File: src/rtl/mac_ctrl_pkg.sv
// Shared types and constants for the MAC array sequencer.
// Also holds the accumulator width rule checked when the sequencer is elaborated.
package mac_ctrl_pkg;

    typedef enum logic [2:0] {
        StIdle,
        StClr,
        StFeed,
        StDrain,
        StDone
    } state_t;

    // Product register inside each MAC adds one cycle between operand and accumulate.
    localparam int unsigned MAC_PIPE_LAT = 1;

    // A DEPTH-term sum of full-width products must fit the 3*DW accumulator.
    function automatic bit acc_width_ok(input int unsigned dw, input int unsigned depth);
        return (2 * dw + $clog2(depth)) <= (3 * dw);
    endfunction

endpackage

File: src/rtl/mac_seq_ctrl_if.sv
// Control/handshake bundle between the pass controller, the sequencer and the MAC array.
// slave is the sequencer side; master is the controller/array side.
interface mac_seq_ctrl_if #(
    parameter int unsigned DEPTH = 8
);
    localparam int unsigned AW = $clog2(DEPTH);

    logic          start;
    logic          hold;
    logic          busy;
    logic          done;
    logic          mem_rd_en;
    logic [AW-1:0] mem_addr;
    logic          mac_clr;
    logic          mac_en;

    modport master (
        output start,
        output hold,
        input  busy,
        input  done,
        input  mem_rd_en,
        input  mem_addr,
        input  mac_clr,
        input  mac_en
    );

    modport slave (
        input  start,
        input  hold,
        output busy,
        output done,
        output mem_rd_en,
        output mem_addr,
        output mac_clr,
        output mac_en
    );

endinterface

File: src/rtl/valid_delay.sv
// 1-bit valid delay line of LAT stages with synchronous clear.
// empty_o looks one edge ahead: it is high when the line will hold no valid after this edge.
module valid_delay #(
    parameter int unsigned LAT = 2
) (
    input  logic clk_i,
    input  logic clr_i,
    input  logic in_i,
    output logic out_o,
    output logic empty_o
);

    logic [LAT-1:0] dly_q, dly_d;

    if (LAT == 1) begin : g_single
        assign dly_d = in_i;
    end else begin : g_multi
        assign dly_d = {dly_q[LAT-2:0], in_i};
    end

    always_ff @(posedge clk_i) begin
        if (clr_i) begin
            dly_q <= '0;
        end else begin
            dly_q <= dly_d;
        end
    end

    assign out_o   = dly_q[LAT-1];
    assign empty_o = ~|dly_d;

endmodule

File: src/rtl/mac_seq_ctrl.sv
// Sequencer for one matrix-vector pass over a bank of MACs: clear, stream DEPTH operand
// addresses (stallable by hold), then drain the enable pipeline and pulse done.
module mac_seq_ctrl
    import mac_ctrl_pkg::*;
#(
    parameter int unsigned DATA_WIDTH = 8,
    parameter int unsigned DEPTH      = 8,
    parameter int unsigned RD_LAT     = 1
) (
    input logic           clk,
    input logic           rst,
    mac_seq_ctrl_if.slave bus
);

    localparam int unsigned AW    = $clog2(DEPTH);
    localparam int unsigned EnLat = RD_LAT + MAC_PIPE_LAT;

    if (!acc_width_ok(DATA_WIDTH, DEPTH)) begin : g_acc_width_chk
        $error("mac_seq_ctrl: accumulator of 3*DATA_WIDTH bits can overflow for this DEPTH");
    end

    if (DEPTH < 2) begin : g_depth_chk
        $error("mac_seq_ctrl: DEPTH must be at least 2");
    end

    state_t        state_q, state_d;
    logic [AW-1:0] cnt_q, cnt_d;
    logic [AW-1:0] addr_q, addr_d;
    logic          rd_en_q, rd_en_d;
    logic          clr_q, clr_d;
    logic          done_q, done_d;
    logic          last_issued;
    logic          dly_empty;
    logic          mac_en;

    // The last address went out in the current cycle, so FEED is finished.
    assign last_issued = rd_en_q && (addr_q == AW'(DEPTH - 1));

    always_ff @(posedge clk) begin
        if (rst) begin
            state_q <= StIdle;
        end else begin
            state_q <= state_d;
        end
    end

    always_comb begin
        state_d = state_q;
        unique case (state_q)
            StIdle:  if (bus.start) state_d = StClr;
            StClr:   state_d = StFeed;
            StFeed:  if (last_issued) state_d = StDrain;
            StDrain: if (dly_empty) state_d = StDone;
            // Accepting start here lets back-to-back passes skip the idle cycle.
            StDone:  state_d = bus.start ? StClr : StIdle;
            default: state_d = StIdle;
        endcase
    end

    // Registered outputs are decoded from the next state so they line up with state_q.
    always_comb begin
        rd_en_d = (state_d == StFeed) && !bus.hold;
        addr_d  = rd_en_d ? cnt_q : '0;
        clr_d   = (state_d == StClr);
        done_d  = (state_d == StDone);
        cnt_d   = cnt_q;
        if (clr_d) begin
            cnt_d = '0;
        end else if (rd_en_d) begin
            cnt_d = (cnt_q == AW'(DEPTH - 1)) ? '0 : cnt_q + AW'(1);
        end
    end

    always_ff @(posedge clk) begin
        if (rst) begin
            cnt_q   <= '0;
            addr_q  <= '0;
            rd_en_q <= 1'b0;
            clr_q   <= 1'b0;
            done_q  <= 1'b0;
        end else begin
            cnt_q   <= cnt_d;
            addr_q  <= addr_d;
            rd_en_q <= rd_en_d;
            clr_q   <= clr_d;
            done_q  <= done_d;
        end
    end

    valid_delay #(
        .LAT (EnLat)
    ) u_en_dly (
        .clk_i   (clk),
        .clr_i   (rst),
        .in_i    (rd_en_q),
        .out_o   (mac_en),
        .empty_o (dly_empty)
    );

    assign bus.busy      = (state_q != StIdle);
    assign bus.done      = done_q;
    assign bus.mem_rd_en = rd_en_q;
    assign bus.mem_addr  = addr_q;
    assign bus.mac_clr   = clr_q;
    assign bus.mac_en    = mac_en;

endmodule
File: src/flat_wrapper.sv
// flat-port wrapper written by rule: the top's interface ports become plain ports
module mac_seq_ctrl_flat import mac_ctrl_pkg::*;
#(
    parameter int unsigned DATA_WIDTH = 8,
    parameter int unsigned DEPTH      = 8,
    parameter int unsigned RD_LAT     = 1
)
  (clk, rst, bus_start, bus_hold, bus_busy, bus_done, bus_mem_rd_en, bus_mem_addr, bus_mac_clr, bus_mac_en);
  mac_seq_ctrl_if #(.DEPTH(DEPTH)) bus_i ();
  input logic clk;
  input logic rst;
  input wire logic [$bits(bus_i.start)-1:0] bus_start;
  input wire logic [$bits(bus_i.hold)-1:0] bus_hold;
  output wire logic [$bits(bus_i.busy)-1:0] bus_busy;
  output wire logic [$bits(bus_i.done)-1:0] bus_done;
  output wire logic [$bits(bus_i.mem_rd_en)-1:0] bus_mem_rd_en;
  output wire logic [$bits(bus_i.mem_addr)-1:0] bus_mem_addr;
  output wire logic [$bits(bus_i.mac_clr)-1:0] bus_mac_clr;
  output wire logic [$bits(bus_i.mac_en)-1:0] bus_mac_en;
  assign bus_i.start = bus_start;
  assign bus_i.hold = bus_hold;
  assign bus_busy = bus_i.busy;
  assign bus_done = bus_i.done;
  assign bus_mem_rd_en = bus_i.mem_rd_en;
  assign bus_mem_addr = bus_i.mem_addr;
  assign bus_mac_clr = bus_i.mac_clr;
  assign bus_mac_en = bus_i.mac_en;
  mac_seq_ctrl #(.DATA_WIDTH(DATA_WIDTH), .DEPTH(DEPTH), .RD_LAT(RD_LAT)) u_core (.clk(clk), .rst(rst), .bus(bus_i));
endmodule
File: config.mk
export PLATFORM = sky130hd
export DESIGN_NAME = mac_seq_ctrl_flat
export DESIGN_NICKNAME = d
export VERILOG_FILES = /design/src/rtl/mac_ctrl_pkg.sv /design/src/rtl/mac_seq_ctrl_if.sv /design/src/rtl/valid_delay.sv /design/src/rtl/mac_seq_ctrl.sv /design/src/flat_wrapper.sv
export SDC_FILE = /design/constraint.sdc
export NUM_CORES = 1
export LEC_CHECK = 0
export CAP_MARGIN = 20
export CORE_MARGIN = 2
export CORE_UTILIZATION = 35
export DETAILED_ROUTE_END_ITERATION = 10
export HOLD_SLACK_MARGIN = 0.12
export SLEW_MARGIN = 20
export SYNTH_ARGS = -nofsm -noshare
export SYNTH_HDL_FRONTEND = slang
export SYNTH_HIERARCHICAL = 1
export SYNTH_SLANG_ARGS = --single-unit
File: constraint.sdc
create_clock -name clk -period 1.63 [get_ports clk]
set_clock_uncertainty 0.1 [all_clocks]
set_input_delay 0.2445 -clock clk [delete_from_list [all_inputs] [get_ports clk]]
set_output_delay 0.2445 -clock clk [all_outputs]
set_load 0.03 [all_outputs]
[Word level (Yosys, flattened, before mapping)]
Cells that the tools add are included.
W data, S select, Z words.
Storage, ports and cells
  register bits: 14
  latch bits: 0
  memory bits (writable): 0
  bits in read-only memories: 0
  bits of input ports: 4
  output and inout port bits: 8
  word-level logic and storage cells: 32
  memories kept: 0
Cells by class
  add/subtract/negate cells: 1
  multiply operators: 0
  divide/modulo/power cells: 0
  magnitude comparators: 0
  equal/unequal tests: 9
  shift-type cells: 0
  muxes and demuxes: 6
  bitwise gates (word level): 1
  reductions and logical operators: 8
Operators with widths (count)
  $pmux W3 S5: 1
  $eq A3 B3 Y1 const B: 4
  $mux W3: 4
  $eq A3 B2 Y1 const B: 3
  $eq A3 B1 Y1 const B: 2
  $reduce_or A2 Y1: 3
  $add A3 B1 Y3 const B: 1
  $logic_not A3 Y1: 1
  $reduce_bool A3 Y1: 1
  $logic_and A1 B1 Y1: 2
  $logic_not A1 Y1: 1
  $mux W1: 1
  $not A1 Y1: 1

[Depth between registers and ports, before layout]
  word-level depth: 8
  depth in mapped cells: 5

[By module]
The synthesis kept the hierarchy.
Modules (own cells, without submodules)
  mac_seq_ctrl: times used 1, cells an instance 48, area an instance 508.0 um2, seq. area each 240.2 um2
  valid_delay: times used 1, cells an instance 5, area an instance 58.8 um2, seq. area each 40.0 um2

[Least setup slack after synthesis]
Ideal clock, no wire load.
  kind: flip-flop to flip-flop
  start: reg u_core.rd_en_q, in the netlist u_core/bus.mem_rd_en
  end: reg u_core.cnt_q[0]
  setup time: 0.122 ns
  arrival: 1.203 ns
  data required time: 1.408 ns
  path slack: 0.205 ns
  cell stages (with the launch flop): 6
  buffers on the path: 0
  period minus slack after synthesis: 1.425 ns
  cells stage by stage: dfxtp_1 nor2_1 nand3_1 o21ai_0 nand4b_4 mux2i_1
On the way
  longest elaborated chain between the ends: 5
  elaborated cells between the ends (all ways): 9
  classes of those cells: eq/ne: 2; mux: 3; reduce/logical: 4
RTL lines
  start, declared: line mac_seq_ctrl.sv:29  | logic rd_en_q, rd_en_d;
  start signal, assigned: line mac_seq_ctrl.sv:84  | rd_en_q <= rd_en_d;
  $reduce_or A2 Y1 or $logic_and A1 B1 Y1 (tied branches): line valid_delay.sv:30, mac_seq_ctrl.sv:37
  $mux W3 (on tied branches): line mac_seq_ctrl.sv:53, mac_seq_ctrl.sv:52
  $pmux W3 S5 (*): line mac_seq_ctrl.sv:49  | unique case (state_q)
  $eq A3 B1 Y1 or $eq A3 B2 Y1 (tied branches): line mac_seq_ctrl.sv:64, mac_seq_ctrl.sv:62
  $reduce_or A2 Y1 (no line) or $logic_and A1 B1 Y1 (tied branches)
  end signal, assigned: line mac_seq_ctrl.sv:82  | cnt_q <= cnt_d;
  end, declared: line mac_seq_ctrl.sv:27  | logic [AW-1:0] cnt_q, cnt_d;
Mark *: on every way between the ends. The rest lies on a longest branch, timed or not.
A chain may end at the register's enable or synchronous reset.

[Worst setup path in the final report]
  start: reg u_core.u_en_dly.dly_q[1]
  end: out bus_mac_en
RTL lines
  start, declared: line valid_delay.sv:13  | logic [LAT-1:0] dly_q, dly_d;
  start signal, assigned: line valid_delay.sv:25  | dly_q <= dly_d;
  end, declared: line flat_wrapper.sv:19  | output wire logic [$bits(bus_i.mac_en)-1:0] bus_mac_en;
No word-level cell between the ends.

==> results.sh <==
export IMPL_reg2regPathDepth=5
export IMPL_dpl_cell_area_sq_um=738
export IMPL_net_count_synth=59
export IMPL_core_sq_um=1510
export IMPL_drt_first_pass_iters=4
export IMPL_power_ir_vdd_worst_mv=0.470
export IMPL_reg2reg_to="u_core/cnt_q[1]"
export IMPL_leakagePower_nw=0.366
export IMPL_fin_worst_hold_slack_ns=0.377
export IMPL_grt_max_degree=8
export IMPL_launch_instance_of_the_worst_min_delay_path="u_core/u_en_dly/dly_q[0]"
export IMPL_part_of_the_total_power_dissipated_in_the_clock_network=0.292
export IMPL_critical_path_max_fanout=1
export IMPL_maxClockFrequency_mhz=631
export IMPL_grt_pass1_vias=439
export IMPL_worst_path_arrival_time_ns=1.24
export IMPL_grtUsageTotal=0.129
export IMPL_die_x_um=44.2
export IMPL_total_power_uw=639
export IMPL_finalSetupViolCount=0
export IMPL_worstHoldPathCells=1
export IMPL_cts_buffers=3
export IMPL_critical_path_cell_chain="clkdlybuf4s50_1"
export IMPL_syn_area_per_cell_sq_um=10.7
export IMPL_crit_slowest_cell="clkdlybuf4s50_1"
export IMPL_tritoncts="built"
export IMPL_clkSinkCount=14
export IMPL_synthDistinctLibCells=20
export IMPL_worstSetupStartpointType="register"
export IMPL_worst_setup_path_type="reg2out"
export IMPL_n_antenna_cell=0
export IMPL_die_height_um=44.2
export IMPL_drt_wirelength_per_cell_um=11.5
export IMPL_rsz0062_at_grt="false"
export IMPL_p_int_uw=480
export IMPL_synth_edff_count=0
export IMPL_maxCapViolCount=0
export IMPL_dpl_hpwl_um=795
export IMPL_sequentialPowerShare=0.557
export IMPL_postRouteWirelength_um=1020
export IMPL_nets=80
export IMPL_comb_power_share=0.151
export IMPL_cp_end_kind="primary output"
export IMPL_die_area_sq_um=1960
export IMPL_worstMarginPinSlew_ns=0.317
export IMPL_start_util=0.376
export IMPL_post_route_drc_count=0
export IMPL_boundaryPins=12
export IMPL_cp_buffers_inverters=1
export IMPL_netSwitchingFraction=0.249
export IMPL_ff2ff_setup_slack_ns=0.19
export IMPL_timing_final_crit_share=0.973
export IMPL_drt_initial_drc_count=6
export IMPL_ys_seq_area_frac=0.494
export IMPL_synth_area_top_cells="dfxtp_1 49%, nor3b_2 6.6%, nor2_1 6.0%"
export IMPL_ys_ff_latch=14
export IMPL_required_ns=1.29
export IMPL_cts_path_max_buffers=2
export IMPL_route_antenna_remaining_nets=0
export IMPL_cts_root_buffer_cell="clkbuf_4"
export IMPL_gr_total_overflow=0
export IMPL_synth_warning_count=6
export IMPL_synth_largest_type_area_fraction=0.494
export IMPL_hold_end="u_core/u_en_dly/dly_q[1]"
export IMPL_outcome="completed"
export IMPL_critical_path_top_delay_family="buffers and inverters"
export IMPL_gate_count_post_synth=53
export IMPL_hold_path_class="reg2reg"
export IMPL_cts_htree_levels=1
export IMPL_finalCoreUtilization=0.500
export IMPL_synth_main_ff_cell="dfxtp_1"
export IMPL_relSlewSlack=0.788
export IMPL_area_delta_synth_final_pct=32.9
export IMPL_grt_antenna_before_repair=0
export IMPL_p_switching_uw=159
export IMPL_drive_gt1_frac=0.250
export IMPL_port_buffers=11
export IMPL_r2r_start="u_core/state_q[0]"
export IMPL_detailroute_via_count=437
export IMPL_synth_top_cell_by_area="dfxtp_1"
export IMPL_synth_area_sq_um=567
export IMPL_worst_skew_pair_late_latency_ns=0.27
export IMPL_instances_no_fill=88
export IMPL_detail_route_vias_per_cell=4.97
export IMPL_design_area_sq_um=753
export IMPL_core_rowCount=14
export IMPL_report_final_hold_viol_count=0
export IMPL_worst_setup_hold_path_clk_slew_ns=0.08
export IMPL_first_pass_grt_wire_length_um=1820
export IMPL_async_reset_ff_frac=0
export IMPL_power_density_cell_area_nw_per_um2=848
export IMPL_min_period_ns=1.59
export IMPL_numPlacedInstances=85
export IMPL_final_max_slew_viol_count=0
export IMPL_cp_slowest_stage_delay_ns=0.66
export IMPL_gpl_final_weighted_congestion=0.734
==> through the flow <==
step	setup TNS, ns	setup WS, ns
finish	0	0.0448
global route	0	0.0119
CTS	-0.0505	-0.0505
detailed placement	-0.218	-0.0538
global placement	-0.0991	-0.0534
floorplan	0	0.205
==> what timing repair did <==
item / in CTS / in global routing
setup endpoints to repair: 5 / 2
hold buffers: 0 / 0
setup buffers: 0 / 0
resized for setup: 7 / 3
cloned: 0 / 0
==> layout make-up <==
cell class,count,area (sq um)
clock buffers,3,22.5
fillers,152,753
multi-input cells,38,283
flip-flops and latches,14,280
well taps,16,20.0
repair buffers,17,148
==> logic make-up after synthesis <==
group | count (synthesis) | share of synthesized area
AOI/OAI and AO/OA | 3 | 0.0397
adders and majority gates | 2 | 0.0441
buffers and inverters | 1 | 0.00662
DFF | 14 | 0.494
muxes | 3 | 0.0530
and+or+nand+nor | 30 | 0.362
==> worst max path at each step <==
stage                                  start              end  slack, ns  cells after the start
detailed placement         u_core/state_q[2]         bus_busy      -0.05                      2
global route        u_core/u_en_dly/dly_q[1]       bus_mac_en       0.01                      1
global placement           u_core/state_q[2]         bus_busy      -0.05                      2
floorplan               u_core/bus.mem_rd_en  u_core/cnt_q[0]       0.21                      5
CTS                        u_core/state_q[2]         bus_busy      -0.05                      2
finish              u_core/u_en_dly/dly_q[1]       bus_mac_en       0.04                      1
==> sequential cells by signal, summed over array words and instances (netlist names) <==
signal	count
u_core/bus.mac_clr	1
u_core/bus.done	1
u_core/bus.mem_addr	3
u_core/cnt_q	3
u_core/state_q	3
u_core/bus.mem_rd_en	1
u_core/u_en_dly/dly_q	2
==> power by group through the flow <==
| stage | combinational, mW | clock (mW) | sequential [mW] |
|---|---|---|---|
| floorplan | 0.0482 | 0 | 0.373 |
| detailed placement | 0.100 | 0 | 0.364 |
| CTS | 0.0990 | 0.190 | 0.356 |
| global route | 0.104 | 0.210 | 0.357 |
| global placement | 0.0993 | 0 | 0.364 |
| finish | 0.0965 | 0.186 | 0.356 |
==> layer usage <==
| layer | part of all wire | track usage |
|---|---|---|
| met5 | 0 | 0 |
| met4 | 0 | 0.0727 |
| met3 | 0.041 | 0.0367 |
| met2 | 0.47 | 0.212 |
| met1 | 0.49 | 0.150 |
==> placed cells by master, fill, tap and decap left out, drive strengths merged, types with 2 or more instances in the layout <==
cell type      Yosys  routed
dlygate4sd2        0       4
mux2i              3       3
clkdlybuf4s50      0       5
clkbuf             0       3
buf                1       7
nor3               3       3
nand2              4       4
nor3b              4       4
nor2b              2       2
nor2               9       9
nand3b             2       2
nand3              2       2
dfxtp             14      14
ha                 2       2
==> cells in the mapped netlist (2+ instances only) <==
cell type,n
dfxtp_1,14
nand3b_1,2
mux2i_1,3
nor3_1,3
nand3_1,2
nand2_1,4
nor2_1,9
ha_1,2
nor3b_2,3
No activity file was read; power rests on OpenSTA's default activity.
